==> src/rtl/mesm6_pkg.sv <==
// Shared MESM-6 definitions: bus FSM encoding and half-word select values.
package mesm6_pkg;

  typedef enum logic [1:0] {
    B_IDLE  = 2'd0,
    B_REQ   = 2'd1,
    B_STALE = 2'd2
  } bus_state_t;

  localparam logic HALF_LEFT  = 1'b0;
  localparam logic HALF_RIGHT = 1'b1;

endpackage

==> src/rtl/mesm6_fifo_tagged.sv <==
// DEPTH-entry register FIFO of {word, word address} with push/pop/flush and occupancy count.
module mesm6_fifo_tagged #(
  parameter int DEPTH = 4,
  parameter int AW    = 15,
  parameter int DW    = 48
) (
  input  logic                     clk,
  input  logic                     reset_n,
  input  logic                     push,
  input  logic                     pop,
  input  logic                     flush,
  input  logic [DW-1:0]            push_data,
  input  logic [AW-1:0]            push_addr,
  output logic [DW-1:0]            head_data,
  output logic [AW-1:0]            head_addr,
  output logic [$clog2(DEPTH):0]   count
);

  localparam int PW = $clog2(DEPTH);

  logic [DW-1:0] data_mem [DEPTH];
  logic [AW-1:0] addr_mem [DEPTH];
  logic [PW-1:0] wr_ptr;
  logic [PW-1:0] rd_ptr;

  assign head_data = data_mem[rd_ptr];
  assign head_addr = addr_mem[rd_ptr];

  // Storage is reset too so the head reads as zero straight out of reset.
  always_ff @(posedge clk or negedge reset_n) begin
    if (!reset_n) begin
      wr_ptr <= '0;
      rd_ptr <= '0;
      count  <= '0;
      for (int i = 0; i < DEPTH; i++) begin
        data_mem[i] <= '0;
        addr_mem[i] <= '0;
      end
    end else if (flush) begin
      wr_ptr <= '0;
      rd_ptr <= '0;
      count  <= '0;
    end else begin
      if (push) begin
        data_mem[wr_ptr] <= push_data;
        addr_mem[wr_ptr] <= push_addr;
        wr_ptr           <= wr_ptr + 1'b1;
      end
      if (pop) begin
        rd_ptr <= rd_ptr + 1'b1;
      end
      case ({push, pop})
        2'b10:   count <= count + 1'b1;
        2'b01:   count <= count - 1'b1;
        default: count <= count;
      endcase
    end
  end

endmodule

==> src/rtl/mesm6_prefetch.sv <==
// MESM-6 instruction prefetch: fetches sequential words ahead into a tagged FIFO
// and presents them to the core one 24-bit half-word at a time, left half first.
module mesm6_prefetch
  import mesm6_pkg::*;
#(
  parameter int DEPTH = 4,
  parameter int AW    = 15,
  parameter int DW    = 48
) (
  input  logic                   clk,
  input  logic                   reset_n,
  input  logic                   redirect,
  input  logic [AW:0]            redirect_pc,
  output logic                   op_valid,
  output logic [DW/2-1:0]        opcode,
  output logic [AW:0]            op_pc,
  input  logic                   op_ack,
  output logic                   ibus_fetch,
  output logic [AW-1:0]          ibus_addr,
  input  logic [DW-1:0]          ibus_input,
  input  logic                   ibus_done,
  output logic [$clog2(DEPTH):0] count,
  output bus_state_t             bus_state
);

  localparam int CW = $clog2(DEPTH) + 1;
  localparam logic [CW-1:0] DEPTH_C = CW'(DEPTH);

  // Handshakes: an opcode transfers on a cycle with op_valid & op_ack (op_ack is
  // ignored otherwise); a bus request holds ibus_fetch/ibus_addr stable from issue
  // until the cycle with ibus_done, and is never withdrawn before that.

  bus_state_t    state_q, state_d;
  logic          run_q, run_d;
  logic          half_q, half_d;
  logic [AW-1:0] fetch_addr_q, fetch_addr_d;
  logic [AW-1:0] fetch_addr_inc;
  logic          ibus_fetch_d;
  logic [AW-1:0] ibus_addr_d;

  logic [DW-1:0] head_data;
  logic [AW-1:0] head_addr;
  logic          consume;
  logic          pop;
  logic          push;
  logic          req_done;
  logic          can_issue;
  logic [CW-1:0] count_next;

  mesm6_fifo_tagged #(
    .DEPTH (DEPTH),
    .AW    (AW),
    .DW    (DW)
  ) u_fifo (
    .clk       (clk),
    .reset_n   (reset_n),
    .push      (push),
    .pop       (pop),
    .flush     (redirect),
    .push_data (ibus_input),
    .push_addr (ibus_addr),
    .head_data (head_data),
    .head_addr (head_addr),
    .count     (count)
  );

  assign bus_state      = state_q;
  assign op_valid       = (count != '0);
  assign opcode         = (half_q == HALF_RIGHT) ? head_data[DW/2-1:0] : head_data[DW-1:DW/2];
  assign op_pc          = {head_addr, half_q};
  assign fetch_addr_inc = fetch_addr_q + 1'b1;

  // Redirect wins over both consumption and a completing fetch.
  assign consume  = op_ack & op_valid & ~redirect;
  assign pop      = consume & (half_q == HALF_RIGHT);
  assign req_done = (state_q == B_REQ) & ibus_done;
  assign push     = req_done & ~redirect;

  always_comb begin
    count_next = count;
    if (redirect) begin
      count_next = '0;
    end else if (push && !pop) begin
      count_next = count + 1'b1;
    end else if (pop && !push) begin
      count_next = count - 1'b1;
    end
  end

  // A new request needs a free slot once this cycle's pop/push has settled.
  assign can_issue = run_q & ~redirect & (count_next < DEPTH_C);

  always_comb begin
    state_d      = state_q;
    run_d        = run_q;
    half_d       = half_q;
    fetch_addr_d = fetch_addr_q;
    ibus_fetch_d = ibus_fetch;
    ibus_addr_d  = ibus_addr;

    if (consume) begin
      half_d = (half_q == HALF_RIGHT) ? HALF_LEFT : HALF_RIGHT;
    end
    if (redirect) begin
      run_d        = 1'b1;
      half_d       = redirect_pc[0];
      fetch_addr_d = redirect_pc[AW:1];
    end

    case (state_q)
      B_IDLE: begin
        if (can_issue) begin
          state_d      = B_REQ;
          ibus_fetch_d = 1'b1;
          ibus_addr_d  = fetch_addr_q;
        end
      end
      B_REQ: begin
        if (ibus_done) begin
          if (redirect) begin
            state_d      = B_IDLE;
            ibus_fetch_d = 1'b0;
          end else begin
            fetch_addr_d = fetch_addr_inc;
            if (can_issue) begin
              ibus_addr_d = fetch_addr_inc;
            end else begin
              state_d      = B_IDLE;
              ibus_fetch_d = 1'b0;
            end
          end
        end else if (redirect) begin
          state_d = B_STALE;
        end
      end
      B_STALE: begin
        if (ibus_done) begin
          state_d      = B_IDLE;
          ibus_fetch_d = 1'b0;
        end
      end
      default: begin
        state_d      = B_IDLE;
        ibus_fetch_d = 1'b0;
      end
    endcase
  end

  always_ff @(posedge clk or negedge reset_n) begin
    if (!reset_n) begin
      state_q      <= B_IDLE;
      run_q        <= 1'b0;
      half_q       <= HALF_LEFT;
      fetch_addr_q <= '0;
      ibus_fetch   <= 1'b0;
      ibus_addr    <= '0;
    end else begin
      state_q      <= state_d;
      run_q        <= run_d;
      half_q       <= half_d;
      fetch_addr_q <= fetch_addr_d;
      ibus_fetch   <= ibus_fetch_d;
      ibus_addr    <= ibus_addr_d;
    end
  end

endmodule

==> config.mk <==
export PLATFORM = sky130hd
export DESIGN_NAME = mesm6_prefetch
export DESIGN_NICKNAME = d
export VERILOG_FILES = /design/src/rtl/mesm6_pkg.sv /design/src/rtl/mesm6_fifo_tagged.sv /design/src/rtl/mesm6_prefetch.sv
export SDC_FILE = /design/constraint.sdc
export NUM_CORES = 1
export LEC_CHECK = 0
export CELL_PAD_IN_SITES_DETAIL_PLACEMENT = 1
export CELL_PAD_IN_SITES_GLOBAL_PLACEMENT = 1
export CORE_MARGIN = 4
export CORE_UTILIZATION = 45
export CTS_BUF_LIST = sky130_fd_sc_hd__clkbuf_4 sky130_fd_sc_hd__clkbuf_8
export DETAILED_ROUTE_END_ITERATION = 12
export PLACE_DENSITY = 0.82
export SETUP_SLACK_MARGIN = 0.4
export SYNTH_ARGS = -nofsm -noshare
export SYNTH_HDL_FRONTEND = slang
export SYNTH_SLANG_ARGS = --single-unit
export TNS_END_PERCENT = 50
==> constraint.sdc <==
create_clock -name clk -period 3.4 [get_ports clk]
set_input_delay 0.51 -clock clk [delete_from_list [all_inputs] [get_ports clk]]
set_output_delay 0.51 -clock clk [all_outputs]
set_load 0.1 [all_outputs]
==> metrics.md <==
| Metric | Value |
|---|---|
| Run status | `finished, final reports clean` |
| Via count of the first global-routing pass | `9212` |
| Required time of the critical path | `2.89 ns` |
| Dpl hpwl | `20.2 mm` |
| Number of enable flip-flop cells after synthesis | `0` |
| Die Footprint | `32700 µm²` |
| Cell area after synthesis | `13400 µm²` |
| Floorplan die height | `181 µm` |
| Maximum net fanout on the critical path | `39` |
| Library cell occupying the most area in the post-synthesis netlist | `dfrtp_1` |
| Most used standard cell by instance count after synthesis | `dfrtp_1` |
| Most used flip-flop cell after synthesis | `dfrtp_1` |
| Hold Path Stages | `1` |
| Die W | `181 µm` |
| Worst Slack Setup Final | `0.481 ns` |
| Class of the most critical setup path | `reg2out` |
| DRT iter0 DRCs | `210` |
| Total of flip-flops plus latches after synthesis | `294` |
| Initial antenna violation count | `0` |
| Worst reg-to-reg setup slack | `0.97 ns` |
| Buffers on Ports | `130` |
| Setup total negative slack | `0 ns` |
| Slew margin rel. | `34.5%` |
| Global-route usage over all layers | `19.5%` |
| Post-Syn Nets | `953` |
| Worst-case reg-to-reg path depth | `5` |
| Insertion delay of the later-clocked pin in the worst-skew pair | `0.55 ns` |
| Post-synth ARST share | `100%` |
| Maximum root-to-sink buffer count | `3` |
| Layout-stage area growth over the synthesis result | `23.4%` |
| IO Pins | `131` |
| Clock input transition at the sequential cells of the worst setup and hold paths | `0.06 ns` |
| Hold Path End | `run_q` |
| TritonCTS clock tree | `done` |
| Worst setup path startpoint | `u_fifo.rd_ptr[1]` |
| # fillers | `2722` |
| 1st-pass router iterations | `6` |
| Share of the yosys chip area belonging to registers | `54.8%` |
| Initial Util | `46.2%` |
| Remaining number of nets flagged by the antenna check after routing | `0` |
| Final Max Tran Viols | `0` |
| Post-route DRC | `0` |
| CP Launch Type | `flip-flop` |
| Post-Route Utilization | `57.0%` |
| Final worst hold slack | `0.489 ns` |
| Share of the synthesized area in the top cell type | `54.8%` |
| Max-cap violation count | `0` |
| Slew at the pin closest to its max-slew limit | `0.979 ns` |
| Post-place setup slack | `0.306 ns` |
| Global placer's final weighted congestion | `0.790` |
| Setup repair after global routing missed its margin | `true` |
| Top post-synthesis cells by area | `dfrtp_1 55%, mux2_2 24%, mux4_2 11%` |
| Floorplan core area | `29100 µm²` |
| Via count | `7948` |
| Critical path capture point type | `output port` |
| Peak supply drop | `0.000579 V` |
| Data arrival time of the critical path | `2.41 ns` |
| HP Start | `run_q` |
| Reg-to-reg endpoint | `u_fifo.data_mem[65]` |
| CTS H-tree depth | `2` |
| Cell at the root of the clock tree | `clkbuf_8` |
| Leading post-synthesis cells by instance count | `294 x dfrtp_1, 281 x mux2_2, 63 x mux4_2` |
| Placement row count | `62` |
| Fraction of the cycle the final worst path needs | `85.9%` |
| Worst hold path type | `reg2reg` |
| Hold violation total from the final report | `0` |
| Fmax achieved | `343 MHz` |
| Final Net Count | `1105` |
| Remaining Overflow, GRT | `0` |
| Clock skew after layout | `0.0156 ns` |
| Post-synthesis instance total | `876` |
| Number of buffers created by CTS | `51` |
| Number of setup violations in the final report | `0` |
| Post-synthesis cell type count | `39` |
| Synth Area per Inst | `15.3 µm²` |
| Global-route wire length before repair | `51.8 mm` |
| Synth warnings | `0` |
| Pin count of the biggest net entering global routing | `75` |
| Detailed-route wire length per cell | `21.6 µm` |
| Layout cell share with drive strength beyond 1 | `50.3%` |
| Final critical delay including setup and external delays | `2.92 ns` |
| Reg2reg start | `bus_state[1]` |
| Overall routed net length | `31.4 mm` |
| Number of vias per cell | `5.46` |
| Leakage dissipation | `7.59 nW` |
| Sink Count | `294` |
| Power per Cell Area | `841 nW/µm²` |
==> routing by layer <==
layer	vias up	wire length [µm]	global-route usage [%]
met4	0	463	4.26
li1	3529	-	-
met1	4222	13700	26.1
met2	155	15900	33.2
met3	42	1350	4.00
met5	-	0	0
==> report_power, final <==
group,switching (mW),internal (mW)
logic,3.41,2.04
clock network,1.41,2.13
registers,0.581,4.37
==> layout by cell type, fill, tap and decap left out, drive strengths merged, types with 3 or more instances in the layout <==
| master | Yosys | layout |
|---|---|---|
| clkdlybuf4s50 | 0 | 80 |
| a21oi | 3 | 3 |
| buf | 19 | 71 |
| mux4 | 63 | 63 |
| nor3 | 7 | 7 |
| nand3 | 11 | 11 |
| mux2 | 292 | 292 |
| xor2 | 17 | 17 |
| inv | 5 | 5 |
| ha | 8 | 8 |
| dfrtp | 294 | 294 |
| clkinv | 0 | 5 |
| nor2b | 3 | 3 |
| nor2 | 13 | 13 |
| nand2 | 44 | 44 |
| o21ai | 18 | 18 |
| clkbuf | 34 | 88 |
| xnor2 | 19 | 19 |
| nor4 | 6 | 6 |
==> logic make-up (layout without fill, tap and decap cells) <==
kind of cell | count (synthesis) | in the layout | share of synthesized area (%)
other | 0 | 2 | 0
AND/OR/NAND/NOR | 95 | 95 | 3.53
flip-flops | 294 | 294 | 54.8
XOR/XNOR | 36 | 36 | 2.35
multiplexers | 357 | 357 | 35.5
buffers and inverters | 58 | 251 | 1.83
adder cells (fa/ha/maj) | 8 | 8 | 0.745
AO/OA/AOI/OAI | 28 | 28 | 1.28
==> worst max-delay path: stages, from the launching register on <==
cell     delay (ns)
dfrtp_4        0.63
buf_12         0.32
mux4_2         0.36
mux2_2         0.34
buf_12         0.18
==> metrics by stage <==
stage,area (µm²),std cells,power (mW)
global route,16600,1453,14.6
floorplan,13400,876,8.89
CTS,16600,1453,14.1
global placement,15400,1358,10.3
finish,16600,1455,13.9
detailed placement,15400,1358,10.5
==> registers in the layout (all words and copies together) (netlist names) <==
| register | count |
|---|---|
| u_fifo.data_mem | 192 |
| u_fifo.count | 3 |
| ibus_fetch | 1 |
| u_fifo.rd_ptr | 2 |
| run_q | 1 |
| ibus_addr | 15 |
| u_fifo.wr_ptr | 2 |
| half_q | 1 |
| u_fifo.addr_mem | 60 |
| bus_state | 2 |
| fetch_addr_q | 15 |
==> what timing repair did <==
item                                    in CTS  in global routing
hold endpoints to repair                    68                  0
endpoints found under the setup margin      27                  6
buffers inserted                             0                  0
resized for setup                            3                  1
hold buffers                                 1                  0
gates cloned                                 0                  0
pin swaps                                    0                  0
==> area by class of cell <==
cell class	instances	area (µm²)	share of cell area (%)
multi-input cells	524	5860	35.4
inverters	5	18.8	0.113
clock inverters	6	55.1	0.332
clock buffers	88	1120	6.74
repair buffers	152	1660	10.0
flip-flops and latches	294	7370	44.5
well taps	384	480	2.90
diodes	2	5.00	0.0302
==> how the worst max path moves through the flow <==
stage / end / slack (ns) / cells after the start
6_report: opcode[23] / 0.48 / 4
5_1_grt: opcode[4] / 0.38 / 4
4_1_cts: op_pc[9] / 0.41 / 4
3_5_place_dp: u_fifo.data_mem[65] / 0.31 / 6
3_3_place_gp: u_fifo.addr_mem[1] / 0.34 / 6
2_1_floorplan: ibus_addr[0] / 0.45 / 6
Note: power is estimated with default switching activity, not from simulation.
